--- src/rtl/video_timing_fetch.sv ---
// Programmable HDMI/DVI raster timing with scaled RGB565 framebuffer fetch and sync/DE delay matching.
// Optional macro VIDEO_TEST_PATTERN_EN adds test_pat_i and an 8-bar colour pattern generator.
module video_timing_fetch #(
  parameter int H_ACTIVE    = 1280,
  parameter int H_FP        = 110,
  parameter int H_SYNC      = 40,
  parameter int H_BP        = 220,
  parameter int V_ACTIVE    = 720,
  parameter int V_FP        = 5,
  parameter int V_SYNC      = 5,
  parameter int V_BP        = 20,
  parameter int HS_POL      = 1,
  parameter int VS_POL      = 1,
  parameter int SCALE_SHIFT = 3,
  parameter int MEM_LAT     = 1,
  parameter int AW          = 15,
  parameter int CW          = 12
) (
  input  logic          sys_clk_i,
  input  logic          rst_i,
  input  logic          en_i,
`ifdef VIDEO_TEST_PATTERN_EN
  input  logic          test_pat_i,
`endif
  output logic [AW-1:0] fb_addr_o,
  input  logic [15:0]   fb_rdata_i,
  output logic          vid_hs_o,
  output logic          vid_vs_o,
  output logic          vid_de_o,
  output logic [23:0]   vid_rgb_o,
  output logic [CW-1:0] pix_x_o,
  output logic [CW-1:0] pix_y_o,
  output logic          frame_start_o
);

  localparam int H_TOTAL = H_ACTIVE + H_FP + H_SYNC + H_BP;
  localparam int V_TOTAL = V_ACTIVE + V_FP + V_SYNC + V_BP;
  localparam int FB_W    = H_ACTIVE >> SCALE_SHIFT;
  localparam int FB_H    = V_ACTIVE >> SCALE_SHIFT;
  localparam int STG     = MEM_LAT + 1;

  localparam logic [CW-1:0] H_LAST   = CW'(H_TOTAL - 1);
  localparam logic [CW-1:0] V_LAST   = CW'(V_TOTAL - 1);
  localparam logic [CW-1:0] H_ACT_C  = CW'(H_ACTIVE);
  localparam logic [CW-1:0] V_ACT_C  = CW'(V_ACTIVE);
  localparam logic [CW-1:0] HS_BEG   = CW'(H_ACTIVE + H_FP);
  localparam logic [CW-1:0] HS_END   = CW'(H_ACTIVE + H_FP + H_SYNC);
  localparam logic [CW-1:0] VS_BEG   = CW'(V_ACTIVE + V_FP);
  localparam logic [CW-1:0] VS_END   = CW'(V_ACTIVE + V_FP + V_SYNC);
  localparam logic [CW-1:0] ROW_MASK = CW'((1 << SCALE_SHIFT) - 1);
  localparam logic [AW-1:0] FB_W_C   = AW'(FB_W);
  localparam logic          HS_ON    = (HS_POL != 0);
  localparam logic          VS_ON    = (VS_POL != 0);

  if ((H_ACTIVE % (1 << SCALE_SHIFT)) != 0 || (V_ACTIVE % (1 << SCALE_SHIFT)) != 0) begin : g_bad_scale
    $error("H_ACTIVE and V_ACTIVE must be multiples of 2**SCALE_SHIFT");
  end
  if (longint'(FB_W) * longint'(FB_H) > (longint'(1) << AW)) begin : g_bad_aw
    $error("scaled framebuffer does not fit in AW address bits");
  end
  if (MEM_LAT < 1 || MEM_LAT > 3) begin : g_bad_lat
    $error("MEM_LAT must be 1..3");
  end
  if (H_TOTAL > (1 << CW) || V_TOTAL > (1 << CW)) begin : g_bad_cw
    $error("CW too narrow for raster totals");
  end

  typedef struct packed {
    logic de;
    logic hs;
    logic vs;
  } ctl_t;

  localparam ctl_t CTL_BLANK = '{de: 1'b0, hs: ~HS_ON, vs: ~VS_ON};

  function automatic logic [23:0] rgb565_to_888(input logic [15:0] d);
    return {d[15:11], d[15:13], d[10:5], d[10:9], d[4:0], d[4:2]};
  endfunction

  logic [CW-1:0] h_q, h_d, v_q, v_d;
  logic [AW-1:0] rb_q, rb_d, addr_q, addr_d;
  logic          de_nxt;
  logic          de_raw, hs_raw, vs_raw;
  ctl_t          ctl_q [STG:1];
  logic [23:0]   rgb_q, rgb_d;

  // Next-state counters and row base; the fetch address is derived from the
  // next state so fb_addr_o lines up with the counters it belongs to.
  always_comb begin
    h_d = h_q;
    v_d = v_q;
    rb_d = rb_q;
    if (!en_i) begin
      h_d = '0;
      v_d = '0;
      rb_d = '0;
    end else if (h_q == H_LAST) begin
      h_d = '0;
      if (v_q == V_LAST) begin
        v_d = '0;
        rb_d = '0;
      end else begin
        v_d = v_q + CW'(1);
        if ((v_d & ROW_MASK) == '0) rb_d = rb_q + FB_W_C;
      end
    end else begin
      h_d = h_q + CW'(1);
    end
    addr_d = rb_d + AW'(h_d >> SCALE_SHIFT);
    de_nxt = (h_d < H_ACT_C) && (v_d < V_ACT_C);
  end

  assign de_raw = en_i && (h_q < H_ACT_C) && (v_q < V_ACT_C);
  assign hs_raw = (en_i && h_q >= HS_BEG && h_q < HS_END) ? HS_ON : ~HS_ON;
  assign vs_raw = (en_i && v_q >= VS_BEG && v_q < VS_END) ? VS_ON : ~VS_ON;

`ifdef VIDEO_TEST_PATTERN_EN
  localparam int BAR_W = H_ACTIVE / 8;

  if (BAR_W < 1) begin : g_bad_bar
    $error("H_ACTIVE must be at least 8 for the test pattern");
  end

  logic [2:0] bar;
  logic [3:0] pat_q [MEM_LAT:1];

  always_comb begin
    bar = '0;
    for (int k = 1; k < 8; k++)
      if (h_q >= CW'(k * BAR_W)) bar = 3'(k);
  end

  // {pattern active, bar index} rides alongside DE so bars stay aligned.
  always_ff @(posedge sys_clk_i) begin
    if (rst_i) begin
      for (int k = 1; k <= MEM_LAT; k++) pat_q[k] <= '0;
    end else begin
      pat_q[1] <= {de_raw && test_pat_i, bar};
      for (int k = 2; k <= MEM_LAT; k++) pat_q[k] <= pat_q[k-1];
    end
  end

  // Bar order white..black maps to R=~b[1], G=~b[2], B=~b[0].
  always_comb begin
    rgb_d = ctl_q[MEM_LAT].de ? rgb565_to_888(fb_rdata_i) : 24'h0;
    if (pat_q[MEM_LAT][3])
      rgb_d = {{8{~pat_q[MEM_LAT][1]}}, {8{~pat_q[MEM_LAT][2]}}, {8{~pat_q[MEM_LAT][0]}}};
  end
`else
  always_comb begin
    rgb_d = ctl_q[MEM_LAT].de ? rgb565_to_888(fb_rdata_i) : 24'h0;
  end
`endif

  always_ff @(posedge sys_clk_i) begin
    if (rst_i) begin
      h_q    <= '0;
      v_q    <= '0;
      rb_q   <= '0;
      addr_q <= '0;
      rgb_q  <= '0;
      for (int k = 1; k <= STG; k++) ctl_q[k] <= CTL_BLANK;
    end else begin
      h_q  <= h_d;
      v_q  <= v_d;
      rb_q <= rb_d;
      if (de_nxt) addr_q <= addr_d;
      ctl_q[1] <= '{de: de_raw, hs: hs_raw, vs: vs_raw};
      for (int k = 2; k <= STG; k++) ctl_q[k] <= ctl_q[k-1];
      // Read data for the pixel in stage MEM_LAT is on fb_rdata_i now.
      rgb_q <= rgb_d;
    end
  end

  assign fb_addr_o     = addr_q;
  assign vid_de_o      = ctl_q[STG].de;
  assign vid_hs_o      = ctl_q[STG].hs;
  assign vid_vs_o      = ctl_q[STG].vs;
  assign vid_rgb_o     = rgb_q;
  assign pix_x_o       = h_q;
  assign pix_y_o       = v_q;
  assign frame_start_o = !rst_i && en_i && (h_q == '0) && (v_q == '0);

endmodule

--- config.mk ---
export PLATFORM = sky130hd
export DESIGN_NAME = video_timing_fetch
export DESIGN_NICKNAME = d
export VERILOG_FILES = /design/src/rtl/video_timing_fetch.sv
export SDC_FILE = /design/constraint.sdc
export NUM_CORES = 1
export LEC_CHECK = 0
export BUFFER_PORTS_ARGS = -buffer_cell sky130_fd_sc_hd__buf_2
export CELL_PAD_IN_SITES_DETAIL_PLACEMENT = 1
export CELL_PAD_IN_SITES_GLOBAL_PLACEMENT = 2
export CORE_UTILIZATION = 29
export DETAILED_ROUTE_END_ITERATION = 8
export PLACE_DENSITY_LB_ADDON = 0.12
export SYNTH_ARGS = -nofsm -noshare
export SYNTH_HDL_FRONTEND = slang
export SYNTH_SLANG_ARGS = --single-unit
--- constraint.sdc ---
create_clock -name sys_clk_i -period 4.3 [get_ports sys_clk_i]
set_clock_uncertainty 0.2 [all_clocks]
set_input_delay 0.645 -clock sys_clk_i [delete_from_list [all_inputs] [get_ports sys_clk_i]]
set_output_delay 0.645 -clock sys_clk_i [all_outputs]
set_load 0.02 [all_outputs]
==> flow_metrics.env <==
export IMPL_grt_total_usage_pct=17.1
export IMPL_setup_violations=0
export IMPL_area_growth_synth_to_final_pct=25.2
export IMPL_drive_gt1_share_pct=28.6
export IMPL_numCtsBuffers=9
export IMPL_grt_max_degree=36
export IMPL_dr_pass1_iters=4
export IMPL_viasPerCell=4.80
export IMPL_diodes=0
export IMPL_clkTransAtPathRegs_ns=0.06
export IMPL_mostFrequentLayoutCell="buf_2"
export IMPL_critical_path_max_stage_delay_ns=0.56
export IMPL_report_final_slew_viol_count=0
export IMPL_tritoncts="done"
export IMPL_fp_dieH_um=119
export IMPL_required_ns=4.36
export IMPL_crit_family="simple AND/OR/NAND/NOR gates"
export IMPL_drtIter0Drc=144
export IMPL_r2r_start="pix_y_o[8]"
export IMPL_ant_nets=0
export IMPL_drc=0
export IMPL_synth_seq_cells=76
export IMPL_worstPathMaxFanout=6
export IMPL_ys_warn_count=0
export IMPL_die_x_um=119
export IMPL_hold_path_class="flop to flop"
export IMPL_start_util_pct=29.9
export IMPL_endpoint_kind="flop"
export IMPL_portBuffers=85
export IMPL_yosysSeqAreaShare_pct=38.1
export IMPL_syn_inst=457
export IMPL_ys_flop_type="dfxtp_1"
export IMPL_die_area_mm2=0.0143
export IMPL_fillers=1610
export IMPL_powerDensity_mw_per_mm2=300
export IMPL_wl_per_cell_um=15.6
export IMPL_final_cell_mix="buf_2, dfxtp_1, nor2_1, nand2_1, buf_4"
export IMPL_slowest_stage="or4_4"
export IMPL_design_area_mm2=0.00500
export IMPL_syn_avg_cell_area_um2=8.75
export IMPL_synthArstFlopShare_pct=0
export IMPL_root_buffer="clkbuf_16"
export IMPL_hpwlAfterDp_um=8700
export IMPL_clock_sinks=76
export IMPL_path_cells="or3_1, or4_4, o21a_4, and2_1, ha_2, fa_2, a211oi_2, o21bai_1, a21oi_2, nor3_1, nor4_2, buf_4, nor4_2, xor2_1, a211oi_1"
export IMPL_ir_drop_mv=0.212
export IMPL_critical_path_arrival_ns=4.16
export IMPL_status="finished clean"
export IMPL_critPathKind="flop to flop"
export IMPL_num_io_pins=86
export IMPL_vias=3531
export IMPL_crit_path_start="pix_y_o[8]"
export IMPL_leakage_uw=0.00222
export IMPL_nNetsFinal=591
export IMPL_core_mm2=0.0133
export IMPL_relSlewSlack_pct=44.2
export IMPL_clkLatencyLatePin_ns=0.34
export IMPL_grt_pass1_wl_um=18900
export IMPL_postPlaceCellArea_mm2=0.00467
export IMPL_grt_setup_unrepaired="no"
export IMPL_worst_slew_pin_slew_ns=0.835
export IMPL_syn_nets=494
export IMPL_fmax_mhz=243
export IMPL_fin_crit_sh_pct=95.6
export IMPL_cts_max_path_buffers=2
export IMPL_row_count=42
export IMPL_crit_top_cell="nor4_2"
export IMPL_path_buf_inv=1
export IMPL_totalWireLength_um=11500
export IMPL_hold_violations=0
export IMPL_start_kind="flop"
export IMPL_synth_edf_count=0
export IMPL_overflow=0
export IMPL_ys_types=55
export IMPL_routabilityCongestion=0.841
export IMPL_tns_ns=0
export IMPL_min_from="ctl_q[1][1]"
export IMPL_min_period_ns=4.11
export IMPL_h_tree_depth=3
export IMPL_grt_pass1_vias=3502
export IMPL_max_cap_violations=0
export IMPL_syn_cell_area_mm2=0.00400
export IMPL_antenna_found_initial=0
## per-layer routing
layer	vias to the layer above	global-route usage, %	part of all wire [%]
met5	-	0	0
met4	0	6.48	1.8
met3	15	2.97	3.1
met2	65	26.6	44
met1	1679	23.4	51
li1	1772	-	-
## sequential cells by signal (all words and copies together) (netlist names)
| signal | count |
|---|---|
| rb_q | 15 |
| vid_rgb_o | 16 |
| pix_x_o | 12 |
| ctl_q | 6 |
| pix_y_o | 12 |
| fb_addr_o | 15 |
## stage by stage
stage          hold slack, ns  utilization [%]  std cells  worst slack (ns)  total power [uW]
2_1_floorplan           0.214                -        457           0.00178               763
3_3_place_gp            0.218             35.0        716             0.210               786
3_5_place_dp            0.225             35.0        716             0.102               787
4_1_cts                 0.241             37.1        732            0.0926              1530
5_1_grt                 0.264             37.5        735           0.00486              1570
6_report                0.238             37.5        735             0.191              1500
## cell families (layout without fill, tap and decap cells)
kind of cell	Yosys count	in the layout	synth area share (%)
AND/OR/NAND/NOR	216	216	28.7
buffers and inverters	39	141	5.60
AO/OA/AOI/OAI	68	68	12.8
multiplexers	9	9	2.25
adder cells (fa/ha/maj)	18	18	5.82
flip-flops	76	76	38.1
XOR/XNOR	31	31	6.79
## power by group
group / internal [uW] / switching (uW)
combinational: 20.7 / 37.5
clock: 400 / 332
sequential: 710 / 2.36
## synth_stat cells, types with 3 or more instances
master    number  share of area (%)
clkbuf_1       9               0.85
o21ai_0        8                1.0
a211oi_2       4                1.3
nor4_1         5               0.78
and3_1         3               0.47
xnor2_1       13                2.8
buf_2          5               0.63
inv_1         11                1.0
nor2_1        68                6.4
nor2b_1       10                1.6
o31ai_1        7                1.3
mux2i_1        9                2.3
buf_6          5                1.4
nor4_2         3               0.94
nand2b_1       4               0.63
o21ai_1        4               0.50
dfxtp_1       76                 38
nor4b_1        3               0.66
nand3_1       19                2.4
a22oi_1        3               0.56
buf_4          9                1.7
and2_1        27                4.2
a21oi_1       15                1.9
nand4_1        6               0.94
xor2_1        18                3.9
nor3_1        15                1.9
nand2_1       29                2.7
or3_1          6               0.94
a211oi_1       8                1.5
a21o_1         6                1.1
ha_1          17                5.3
or4_1          5               0.94
## worst paths after layout
check	end	slack, ns	cells past startpoint
hold / removal	ctl_q[2][1]	0.24	1
setup reg to reg	fb_addr_o[14]	0.19	15
setup / recovery	fb_addr_o[14]	0.19	15
hold reg to reg	ctl_q[2][1]	0.24	1
## area by class of cell
| type | count | area, um2 | share of cell area (%) |
|---|---|---|---|
| multi-input cells | 342 | 2290 | 45.7 |
| clock buffers | 9 | 225 | 4.50 |
| repair buffers | 114 | 643 | 12.9 |
| inverters | 11 | 41.3 | 0.825 |
| flip-flops and latches | 76 | 1530 | 30.6 |
| clock inverters | 7 | 58.8 | 1.17 |
| well taps | 176 | 220 | 4.40 |
## worst register-to-register path, cell delays in order, from the launching register on
cell,delay (ns)
dfxtp_1,0.31
or3_1,0.41
or4_4,0.56
o21a_4,0.23
and2_1,0.17
ha_2,0.20
fa_2,0.39
a211oi_2,0.22
o21bai_1,0.11
a21oi_2,0.22
nor3_1,0.11
nor4_2,0.31
buf_4,0.17
nor4_2,0.04
xor2_1,0.14
a211oi_1,0.23
## repair_timing
item,CTS,global route
setup endpoints to repair,0,5
setup buffers,0,3
hold buffers,0,0
gates resized for setup,0,8
Power figures use the tool's default switching activity.
